--- src/rtl/trap_ctrl_pkg.sv ---
`default_nettype none
// ============================================================================
// Module      : trap_ctrl_pkg
// Description : Shared constants, state encoding and mstatus helpers for the
//               machine-mode trap sequencer.
// Ports       : none (package)
// Revision    : 1.0 - initial release
// ============================================================================
package trap_ctrl_pkg;

   // CSR addresses
   localparam logic [11:0] CSR_MSTATUS = 12'h300;
   localparam logic [11:0] CSR_MTVEC   = 12'h305;
   localparam logic [11:0] CSR_MEPC    = 12'h341;
   localparam logic [11:0] CSR_MCAUSE  = 12'h342;

   // System instruction encodings
   localparam logic [31:0] INST_ECALL  = 32'h0000_0073;
   localparam logic [31:0] INST_EBREAK = 32'h0010_0073;
   localparam logic [31:0] INST_MRET   = 32'h3020_0073;

   // mstatus bit positions
   localparam int MSTATUS_MIE  = 3;
   localparam int MSTATUS_MPIE = 7;

   // Synchronous exception causes
   localparam logic [31:0] CAUSE_ECALL  = 32'd11;
   localparam logic [31:0] CAUSE_EBREAK = 32'd3;

   typedef enum logic [2:0] {
      S_IDLE    = 3'd0,
      S_MEPC    = 3'd1,
      S_MCAUSE  = 3'd2,
      S_MSTATUS = 3'd3,
      S_MRET    = 3'd4,
      S_JUMP    = 3'd5
   } trap_state_t;

   // Zero-extend a 12-bit CSR address onto the 32-bit CSR address bus.
   function automatic logic [31:0] csr_addr(input logic [11:0] a);
      return {20'd0, a};
   endfunction

   // Trap entry: MPIE takes the old MIE, MIE is cleared.
   function automatic logic [31:0] mstatus_enter(input logic [31:0] m);
      logic [31:0] r;
      r               = m;
      r[MSTATUS_MPIE] = m[MSTATUS_MIE];
      r[MSTATUS_MIE]  = 1'b0;
      return r;
   endfunction

   // Trap return: MIE takes MPIE, MPIE is set.
   function automatic logic [31:0] mstatus_return(input logic [31:0] m);
      logic [31:0] r;
      r               = m;
      r[MSTATUS_MIE]  = m[MSTATUS_MPIE];
      r[MSTATUS_MPIE] = 1'b1;
      return r;
   endfunction

endpackage
`default_nettype wire

--- src/rtl/trap_ctrl_irq_sync.sv ---
`default_nettype none
// ============================================================================
// Module      : trap_ctrl_irq_sync
// Description : N-flop synchroniser for an asynchronous level input.
// Ports       : clk   - destination clock
//               rst_n - asynchronous active-low reset (clears the chain)
//               d     - asynchronous input
//               q     - synchronised output
// Revision    : 1.0 - initial release
// ============================================================================
module trap_ctrl_irq_sync #(
   parameter int STAGES = 2
) (
   input  logic clk,
   input  logic rst_n,
   input  logic d,
   output logic q
);

   logic [STAGES-1:0] sync_ff;

   for (genvar i = 0; i < STAGES; i++) begin : g_stage
      always_ff @(posedge clk or negedge rst_n) begin
         if (!rst_n) begin
            sync_ff[i] <= 1'b0;
         end else begin
            sync_ff[i] <= (i == 0) ? d : sync_ff[(i == 0) ? 0 : i - 1];
         end
      end
   end

   assign q = sync_ff[STAGES-1];

endmodule
`default_nettype wire

--- src/rtl/trap_ctrl.sv ---
`default_nettype none
// ============================================================================
// Module      : trap_ctrl
// Description : Machine-mode trap sequencer. Detects ECALL/EBREAK/MRET in ID
//               or an enabled external interrupt, stalls the pipeline, writes
//               mepc/mcause/mstatus through a dedicated CSR port and redirects
//               the PC to mtvec (entry) or mepc (return).
// Ports       : clk_i, rst_n_i         - clock, async active-low reset
//               inst_i, inst_addr_i    - instruction in ID and its address
//               jump_flag_i/addr_i     - EX-stage redirect in flight
//               irq_i                  - async level-sensitive interrupt
//               mstatus_i/mepc_i/mtvec_i - current CSR values
//               hold_o                 - pipeline stall
//               csr_wen_o/waddr_o/wdata_o - CSR write port
//               int_assert_o/int_addr_o   - one-cycle PC redirect
// Revision    : 1.0 - initial release
// ============================================================================
module trap_ctrl
   import trap_ctrl_pkg::*;
#(
   parameter int          IRQ_SYNC_STAGES = 2,
   parameter logic [31:0] IRQ_CAUSE       = 32'h8000_000B
) (
   input  logic        clk_i,
   input  logic        rst_n_i,
   input  logic [31:0] inst_i,
   input  logic [31:0] inst_addr_i,
   input  logic        jump_flag_i,
   input  logic [31:0] jump_addr_i,
   input  logic        irq_i,
   input  logic [31:0] mstatus_i,
   input  logic [31:0] mepc_i,
   input  logic [31:0] mtvec_i,
   output logic        hold_o,
   output logic        csr_wen_o,
   output logic [31:0] csr_waddr_o,
   output logic [31:0] csr_wdata_o,
   output logic        int_assert_o,
   output logic [31:0] int_addr_o
);

   trap_state_t state, state_nxt;
   logic        irq_s;
   logic [31:0] epc_q, cause_q, mstatus_q;
   logic [31:0] epc_nxt, cause_nxt;
   logic        mret_q;       // remembers whether S_JUMP returns or enters
   logic        latch_trap;   // capture epc/cause in the detection cycle
   logic        latch_mst;    // capture mstatus in the detection cycle
   logic        is_mret;
   logic        unused_mtvec_mode;

   // Vectored mode is not supported; the mode bits are dropped.
   assign unused_mtvec_mode = ^mtvec_i[1:0];

   trap_ctrl_irq_sync #(
      .STAGES (IRQ_SYNC_STAGES)
   ) u_irq_sync (
      .clk   (clk_i),
      .rst_n (rst_n_i),
      .d     (irq_i),
      .q     (irq_s)
   );

   always_ff @(posedge clk_i or negedge rst_n_i) begin
      if (!rst_n_i) begin
         state     <= S_IDLE;
         epc_q     <= 32'd0;
         cause_q   <= 32'd0;
         mstatus_q <= 32'd0;
         mret_q    <= 1'b0;
      end else begin
         state <= state_nxt;
         if (latch_trap) begin
            epc_q   <= epc_nxt;
            cause_q <= cause_nxt;
         end
         if (latch_mst) begin
            mstatus_q <= mstatus_i;
            mret_q    <= is_mret;
         end
      end
   end

   always_comb begin
      state_nxt    = state;
      hold_o       = 1'b0;
      csr_wen_o    = 1'b0;
      csr_waddr_o  = 32'd0;
      csr_wdata_o  = 32'd0;
      int_assert_o = 1'b0;
      int_addr_o   = 32'd0;
      latch_trap   = 1'b0;
      latch_mst    = 1'b0;
      is_mret      = 1'b0;
      epc_nxt      = inst_addr_i;
      cause_nxt    = 32'd0;

      unique case (state)
         S_IDLE: begin
            // Synchronous events are checked first so they always beat an
            // interrupt in the same cycle; a blocked irq remains pending on
            // the level-sensitive line.
            if (inst_i == INST_ECALL) begin
               hold_o     = 1'b1;
               latch_trap = 1'b1;
               latch_mst  = 1'b1;
               cause_nxt  = CAUSE_ECALL;
               state_nxt  = S_MEPC;
            end else if (inst_i == INST_EBREAK) begin
               hold_o     = 1'b1;
               latch_trap = 1'b1;
               latch_mst  = 1'b1;
               cause_nxt  = CAUSE_EBREAK;
               state_nxt  = S_MEPC;
            end else if (inst_i == INST_MRET) begin
               hold_o    = 1'b1;
               latch_mst = 1'b1;
               is_mret   = 1'b1;
               state_nxt = S_MRET;
            end else if (irq_s && mstatus_i[MSTATUS_MIE]) begin
               hold_o     = 1'b1;
               latch_trap = 1'b1;
               latch_mst  = 1'b1;
               cause_nxt  = IRQ_CAUSE;
               // A taken branch in EX means the ID instruction is on the
               // wrong path; resume at the branch target instead.
               epc_nxt    = jump_flag_i ? jump_addr_i : inst_addr_i;
               state_nxt  = S_MEPC;
            end
         end
         S_MEPC: begin
            hold_o      = 1'b1;
            csr_wen_o   = 1'b1;
            csr_waddr_o = csr_addr(CSR_MEPC);
            csr_wdata_o = epc_q;
            state_nxt   = S_MCAUSE;
         end
         S_MCAUSE: begin
            hold_o      = 1'b1;
            csr_wen_o   = 1'b1;
            csr_waddr_o = csr_addr(CSR_MCAUSE);
            csr_wdata_o = cause_q;
            state_nxt   = S_MSTATUS;
         end
         S_MSTATUS: begin
            hold_o      = 1'b1;
            csr_wen_o   = 1'b1;
            csr_waddr_o = csr_addr(CSR_MSTATUS);
            csr_wdata_o = mstatus_enter(mstatus_q);
            state_nxt   = S_JUMP;
         end
         S_MRET: begin
            hold_o      = 1'b1;
            csr_wen_o   = 1'b1;
            csr_waddr_o = csr_addr(CSR_MSTATUS);
            csr_wdata_o = mstatus_return(mstatus_q);
            state_nxt   = S_JUMP;
         end
         S_JUMP: begin
            // mtvec/mepc are read live; hold_o keeps EX from changing them.
            hold_o       = 1'b1;
            int_assert_o = 1'b1;
            int_addr_o   = mret_q ? mepc_i : {mtvec_i[31:2], 2'b00};
            state_nxt    = S_IDLE;
         end
         default: begin
            state_nxt = S_IDLE;
         end
      endcase
   end

endmodule
`default_nettype wire
--- config.mk ---
export PLATFORM = sky130hd
export DESIGN_NAME = trap_ctrl
export DESIGN_NICKNAME = d
export VERILOG_FILES = /design/src/rtl/trap_ctrl_pkg.sv /design/src/rtl/trap_ctrl_irq_sync.sv /design/src/rtl/trap_ctrl.sv
export SDC_FILE = /design/constraint.sdc
export NUM_CORES = 1
export LEC_CHECK = 0
export BUFFER_PORTS_ARGS = -buffer_cell sky130_fd_sc_hd__buf_4
export CORE_ASPECT_RATIO = 1.75
export CORE_MARGIN = 10
export CORE_UTILIZATION = 39
export CTS_BUF_LIST = sky130_fd_sc_hd__clkbuf_4 sky130_fd_sc_hd__clkbuf_8 sky130_fd_sc_hd__clkbuf_16
export DETAILED_ROUTE_END_ITERATION = 10
export PLACE_DENSITY = 0.82
export SYNTH_ARGS = -nofsm -noshare
export SYNTH_HDL_FRONTEND = slang
export SYNTH_SLANG_ARGS = --single-unit
--- constraint.sdc ---
create_clock -name clk_i -period 2.2 [get_ports clk_i]
set_input_delay 0.44 -clock clk_i [delete_from_list [all_inputs] [get_ports clk_i]]
set_output_delay 0.44 -clock clk_i [all_outputs]
set_load 0.005 [all_outputs]
Yosys cells after proc, flatten, opt, wreduce, memory -nomap -nowiden. Cells that the tools add are included.

Output and inout port bits: 99. Word-level logic and storage cells: 57. Bits in registers: 102.

Reductions and logical operators: 5. Eq/ne operators: 9. Multiplexer cells: 36.

Operators with widths (count): $mux 32 (13); $pmux 32 s4 (1); $eq 32x21->1 const B (1); $eq 32x30->1 const B (1); $eq 32x7->1 const B (1); $pmux 10 s3 (1); $mux 1 (15); $mux 3 (4); $pmux 3 s4 (1); $eq 3x2->1 const B (2); $eq 3x3->1 const B (2); $ne 5x5->1 const B (1); $reduce_or 5->1 (1); $reduce_or 4->1 (1); $eq 3x1->1 const B (1); $logic_not 3->1 (1); $pmux 1 s2 (1); $reduce_or 2->1 (1); $logic_and 1x1->1 (1).

Logic depth before layout (Yosys ltp). Gate-level depths: netlist of run 1.

Depth in word-level cells: 6. Gate-level depth with buffers: 7. Mapped depth without buffers: 5.

By module. From an unflattened synthesis of run 1, not the netlist that was laid out.

Cells, all modules: 392. Area total of the unflattened synthesis: 4521.8 um2.

Modules (own cells, without submodules): trap_ctrl (seq. area each 1776.7 um2, area an instance 4471.8 um2, cells each 390, instances 1); trap_ctrl_irq_sync (seq. area each 50.0 um2, area an instance 50.0 um2, cells each 2, instances 1).

Least setup slack after synthesis of run 1. Ideal clock, no wire load.

Path type: input to register. Start: input port inst_i[7]. End: register epc_q[10]. Arrival time: 2.126 ns. Library setup time: 0.125 ns. Buffers on the path: 1. Path slack: -0.052 ns. Required time: 2.075 ns. Cell stages on the path: 6. Cells stage by stage: nor4b_2 > nand4_2 > o31ai_2 > buf_2 > mux2_2 > mux2_4.

Longest elaborated chain between the ends: 5.

RTL lines: from (decl) (RTL line trap_ctrl.sv:26) `input logic [31:0] inst_i,`; $eq 32x30->1 (RTL line trap_ctrl.sv:115) `end else if (inst_i == INST_MRET) begin`; $mux 32 / $mux 1 (equally long branches) (RTL line trap_ctrl.sv:115); $mux 32 / $mux 1 (equally long branches) (RTL line trap_ctrl.sv:109) `end else if (inst_i == INST_EBREAK) begin`; $mux 32 / $mux 1 (equally long branches) (RTL line trap_ctrl.sv:103) `if (inst_i == INST_ECALL) begin`; $mux 32 / $mux 1 (equally long branches) (RTL line trap_ctrl.sv:98) `unique case (state)`; to (signal assigned) (RTL line trap_ctrl.sv:74) `epc_q <= epc_nxt;`; to (decl) (RTL line trap_ctrl.sv:44) `logic [31:0] epc_q, cause_q, mstatus_q;`.

Several ways; a longest one is shown, not always the timed one. A chain may end at the register's enable or synchronous reset.

Worst setup path in the final report of run 1.
Start: register state[1]. End: output port csr_wdata_o[20].

Longest elaborated chain between the ends: 2.

RTL lines: from (decl) (RTL line trap_ctrl.sv:42) `trap_state_t state, state_nxt;`; from (signal assigned) (RTL line trap_ctrl.sv:72) `state <= state_nxt;`; $eq 3x3->1 (tied with other cells) (RTL line trap_ctrl.sv:98); $pmux 32 s4 * (RTL line trap_ctrl.sv:98); to (decl) (RTL line trap_ctrl.sv:37) `output logic [31:0] csr_wdata_o,`.

Every way passes the cells marked *; elsewhere a longest branch is shown, timed or not.

==> impl_metrics.ini, run 1 <==
[logic_synthesis]
synth.distinct_cells = 43
yosysMostFrequentCell = dfrtp_1
syn_area_per_cell_um2 = 11.5
ys_seq_area_share_pct = 40.4
ys_ff_latch = 73
synth_top_area_share_pct = 40.4
yosysWarnings = 0
yosysTopAreaCell = dfrtp_1
netlist_area_um2 = 4520
yosys-top-cells-count = 73 x dfrtp_1, 66 x mux2_2, 39 x nor2_1
synth_edf_count = 0
postSynthCellCount = 392
synth.area.top_cells = dfrtp_1 40%, mux2_2 16%, mux2_4 9.3%
async_reset_ff_share_pct = 100
synthFlopType = dfrtp_1

[final_layout]
n_antenna_cell = 0
layout.cells.non_filler = 815
syn_to_final_growth_pct = 60.1
layout-drive-gt1-share_pct = 63.7
num-nets-final = 871

[hold_path]
hp-class = input port to asynchronous set/reset pin

[setup_path]
cp-start-kind = flip-flop
crit_buf_inv = 2
required_ns = 1.76
slowest_stage = dfrtp_2
crit_family = flip-flops
cp_max_fo = 5
reg2reg_setup_slack_ns = 0.13
crit_type = flip-flop to output port
worst_setup_path_end_kind = output port
slowest_delay_ns = 0.45
cp.arrival_ns = 1.72
crit_chain = nor2_4 -> and2_1 -> o21bai_4 -> clkbuf_16 -> a22o_1 -> buf_4

[global_route]
grt_first_pass_wirelength_um = 25200
grt_pass1_vias = 4562
gr-usage-all-layers_pct = 19.6
antenna_found_initial = 0
grt_max_degree = 38
grt_overflow_total = 0

[power]
seq_power_share_pct = 31.2
switching_share_pct = 32.2
p_switching_uw = 2490
ir_drop_mv = 0.728
power_frac_comb_pct = 49.7
powerDensity_nw_per_um2 = 1070
finalPower_uw = 7710
intPower_uw = 5230
leakage_uw = 0.00353
power_frac_clock_pct = 19.1

[place]
io_buffers = 265
hpwl_um = 14000
gp_congestion = 0.825
pre_cts_ws_ns = -0.272
place_inst = 790

[detailed_routing]
met2_length_um = 9600
drc = 0
via_per_inst = 5.05
wl_per_cell_um = 21.4
vias = 4117
routed_wl_um = 17500
wl_met1_um = 5660
ant_nets = 0
drt_iter0_markers = 123
first_pass_iters = 4
wl_met3_um = 1620
top_layer_used = met4

[cts]
numCtsBuffers = 9
ctsLongestPathBuffers = 2
ctsRootBufferMaster = clkbuf_16
cts_max_level = 3
tritoncts = done
clk_pin_slew_worst_paths_ns = 0.06
clock-sinks = 73
clock_latency_ns = 0.33

[sta]
fin_crit_sh_pct = 98.1
rsz0062_at_grt = yes
setup_violations = 0
finClkSkew_ns = 0.00546
setup_slack_ns = 0.0408
fmax_mhz = 463
final_period_minus_worst_setup_slack_ns = 2.16
hold_viol_final = 0
slew_violations = 0

[die]
core_um2 = 11500
io_pins = 295
die_h_um = 162
dieArea_um2 = 16500
fp-row-count = 52
start_util_pct = 39.5
die_w_um = 101

[run_status]
status = complete, no violations

[run]
maxCapViolCount = 0
## power groups by stage
stage                     combinational [uW]  sequential, uW  clock (uW)
after global routing                    4130            2490        1560
after floorplan                         1990            2240           0
after global placement                  3500            2390           0
after CTS                               3720            2390        1520
after detailed placement                3600            2430           0
final                                   3830            2410        1470
## logic make-up after synthesis
logic type / Yosys count / synth area share [%]
AOI/OAI and AO/OA: 51 / 8.88
DFF: 73 / 40.4
other: 1 / 0.0829
buffers and inverters: 57 / 7.94
and+or+nand+nor: 80 / 8.99
xor gates and xnor gates: 2 / 0.387
muxes: 128 / 33.3
## per-layer routing
metal	up-vias	global-route usage [%]
met5	-	0
met4	0	8.78
met3	33	6.29
met2	196	36.3
met1	1969	18.6
li1	1919	-
## cells in the final DEF, fill, tap and decap left out, drive strengths merged, types with 2 or more instances in the layout
cell type	instances
o21ai	7
nor2	39
clkinv	2
o21bai	2
buf	299
mux2i	32
and3	3
a22oi	2
or2	4
mux2	96
nor4	3
conb	27
xnor2	2
nand2	11
and2	3
nand2b	2
dfrtp	73
nor3	6
a21oi	5
clkbuf	11
and4bb	2
inv	5
a22o	28
nand3	3
## cell type report
| class | count | area, um2 |
|---|---|---|
| Tap cell | 135 | 169 |
| Fill cell | 928 | 4210 |
| Inverter | 3 | 11.3 |
| Sequential cell | 73 | 1830 |
| Clock buffer | 10 | 233 |
| Multi-Input combinational cell | 288 | 2520 |
| Timing Repair Buffer | 300 | 2410 |
| Clock inverter | 6 | 65.1 |
## state kept, by name, indices dropped and copies added, names as in the netlist
name	cells
cause_q	3
epc_q	32
mret_q	1
mstatus_q	32
state	3
u_irq_sync.q	1
u_irq_sync.sync_ff	1
## worst paths after layout
kind | startpoint | end | cells past startpoint
min in group clk_i | irq_i | u_irq_sync.sync_ff[0]$_DFF_PN0_ | 1
worst min-delay path | rst_n_i | mstatus_q[14]$_DFFE_PN0P_ | 1
worst min register to register | u_irq_sync.sync_ff[0]$_DFF_PN0_ | u_irq_sync.q$_DFF_PN0_ | 0
max in group asynchronous | rst_n_i | state[1]$_DFFE_PN0P_ | 2
worst max-delay path | state[1]$_DFFE_PN0P_ | csr_wdata_o[20] | 6
worst max register to register | state[2]$_DFFE_PN0P_ | epc_q[3]$_DFFE_PN0P_ | 7
## what timing repair did
action                                  4_1_cts  5_1_grt
hold buffers                                  0        0
endpoints found under the setup margin       63       37
gates cloned                                  0        2
endpoints found under the hold margin         0        0
pin swaps                                     0        4
resized for setup                             5       21
buffers inserted                              6        1
## through the flow
| stage | cell area [um2] | setup TNS [ns] | hold slack (ns) | utilization (%) |
|---|---|---|---|---|
| after floorplan | 4640 | -0.586 | 0.144 | - |
| after global placement | 6760 | -10.34 | 0.338 | 59.0 |
| after detailed placement | 6760 | -12.92 | 0.342 | 59.0 |
| after CTS | 7120 | 0 | 0.0802 | 62.1 |
| after global routing | 7240 | -0.0559 | 0.0994 | 63.2 |
| final | 7240 | 0 | 0.0704 | 63.2 |
Power figures use the tool's default switching activity.
==> inputs of run 2 (changes only) <==
Settings changed: CTS_BUF_LIST sky130_fd_sc_hd__clkbuf_4 sky130_fd_sc_hd__clkbuf_8 sky130_fd_sc_hd__clkbuf_16 to default, SKIP_CTS_REPAIR_TIMING from default to 1.
==> run 2 against run 1 <==
Effect of this change:
- sequential share of layout area is 0.21 points lower
- sequential power hardly changed
- wire length rose by 1.6%
- first-iteration DRC count fell by 13%
- setup slack gained 0.0027 ns
- critical path type unchanged
==> impl_metrics.ini, run 2 (synthesis results as in run 1) <==
[run_status]
status = complete, no violations

[setup_path]
crit_start = state[2]$_DFFE_PN0P_
cp-start-kind = flip-flop
required_ns = 1.76
worst_setup_path_end_kind = output port
cp_max_fo = 8
crit_type = flip-flop to output port
cp.arrival_ns = 1.72
r2r_start = state[2]$_DFFE_PN0P_

[global_route]
antenna_found_initial = 0
grt_max_degree = 38
grt_overflow_total = 0
grt_pass1_vias = 4523
grt_first_pass_wirelength_um = 25100
gr-usage-met3_pct = 6.37
met1_usage_pct = 18.8
grt.met2_usage_pct = 35.8
grt.busiest_layer = met2
gr-usage-all-layers_pct = 19.5

[cts]
clk_pin_slew_worst_paths_ns = 0.06
cts_max_level = 3
tritoncts = done
ctsRootBufferMaster = clkbuf_16
clock-sinks = 73
numCtsBuffers = 9
clock_latency_ns = 0.33
ctsLongestPathBuffers = 2

[sta]
setup_violations = 0
fin_crit_sh_pct = 98.0
rsz0062_at_grt = yes
slew_violations = 0
hold_viol_final = 0
finClkSkew_ns = 0.00630
final_period_minus_worst_setup_slack_ns = 2.16
fmax_mhz = 464
fin_hold_ws_ns = 0.0702

[final_layout]
layout-drive-gt1-share_pct = 63.9
num-nets-final = 875
reg_top3 = epc_q: 32 flops, mstatus_q: 32 flops
layout.cells.non_filler = 819
stdcell_area_um2 = 7300
n_antenna_cell = 0
syn_to_final_growth_pct = 61.4
final_common_cell = buf_4
layout_common_cells = 288 x buf_4, 70 x dfrtp_1, 66 x mux2_2

[run]
maxCapViolCount = 0

[die]
core_um2 = 11500
io_pins = 295
die_h_um = 162
fp-row-count = 52
start_util_pct = 39.5
dieArea_um2 = 16500
die_w_um = 101

[detailed_routing]
wl_per_cell_um = 21.7
ant_nets = 0
via_per_inst = 5.07
drc = 0
vias = 4149
routed_wl_um = 17800
first_pass_iters = 4
drt_iter0_markers = 107

[power]
seq_power_share_pct = 30.8
intPower_uw = 5300
power_frac_clock_pct = 18.6
p_switching_uw = 2540
power_frac_comb_pct = 50.5
ir_drop_mv = 0.721
switching_share_pct = 32.4
leakage_uw = 0.00356
powerDensity_nw_per_um2 = 1070

[place]
placed_area_um2 = 6760
io_buffers = 265
hpwl_um = 14000
gp_congestion = 0.825
place_inst = 790

[hold_path]
hp-class = input port to asynchronous set/reset pin
==> run 2: final cells by class <==
| class | instances | area (um2) |
|---|---|---|
| clock buffers | 10 | 229 |
| clock inverters | 6 | 65.1 |
| fillers | 921 | 4150 |
| inverters | 3 | 11.3 |
| multi-input cells | 288 | 2540 |
| flip-flops and latches | 73 | 1830 |
| well taps | 135 | 169 |
| repair buffers | 304 | 2460 |
==> run 2: critical path, stage by stage, from the launching register on <==
cell      delay, ns
dfrtp_2        0.46
nand2b_4       0.20
o21bai_4       0.27
buf_6          0.19
a22o_1         0.15
buf_4          0.12
==> run 2: path summary, 6_finish.rpt <==
path                                              endpoint  slack (ns)  depth (start not counted)
max                                        csr_wdata_o[30]        0.04                          5
min                              mstatus_q[14]$_DFFE_PN0P_        0.07                          1
max reg2reg                           epc_q[3]$_DFFE_PN0P_        0.13                          7
min reg2reg                         u_irq_sync.q$_DFF_PN0_        0.35                          0
max in group asynchronous             state[1]$_DFFE_PN0P_        1.53                          2
min in group clk_i         u_irq_sync.sync_ff[0]$_DFF_PN0_        0.22                          1
==> run 2: through the flow <==
stage	util [%]	TNS [ns]	total power [uW]	setup slack, ns
6_report	63.7	0	7840	0.0435
5_1_grt	63.7	-0.0839	8300	-0.0304
4_1_cts	61.6	-5.58	7530	-0.234
3_5_place_dp	59.0	-12.92	6030	-0.272
3_3_place_gp	59.0	-10.34	5890	-0.255
2_1_floorplan	-	-0.586	4230	-0.0313
==> run 2: power groups by stage <==
stage / clock network, uW / logic (uW) / registers [uW]
6_report: 1460 / 3960 / 2420
5_1_grt: 1550 / 4260 / 2500
4_1_cts: 1500 / 3610 / 2420
3_5_place_dp: 0 / 3600 / 2430
3_3_place_gp: 0 / 3500 / 2390
2_1_floorplan: 0 / 1990 / 2240
==> run 2: metal layers <==
metal  routed length (um)  up-vias
met5                    0        -
met4                  602        0
met3                 1640       34
met2                 9720      201
met1                 5800     1989
li1                     -     1925
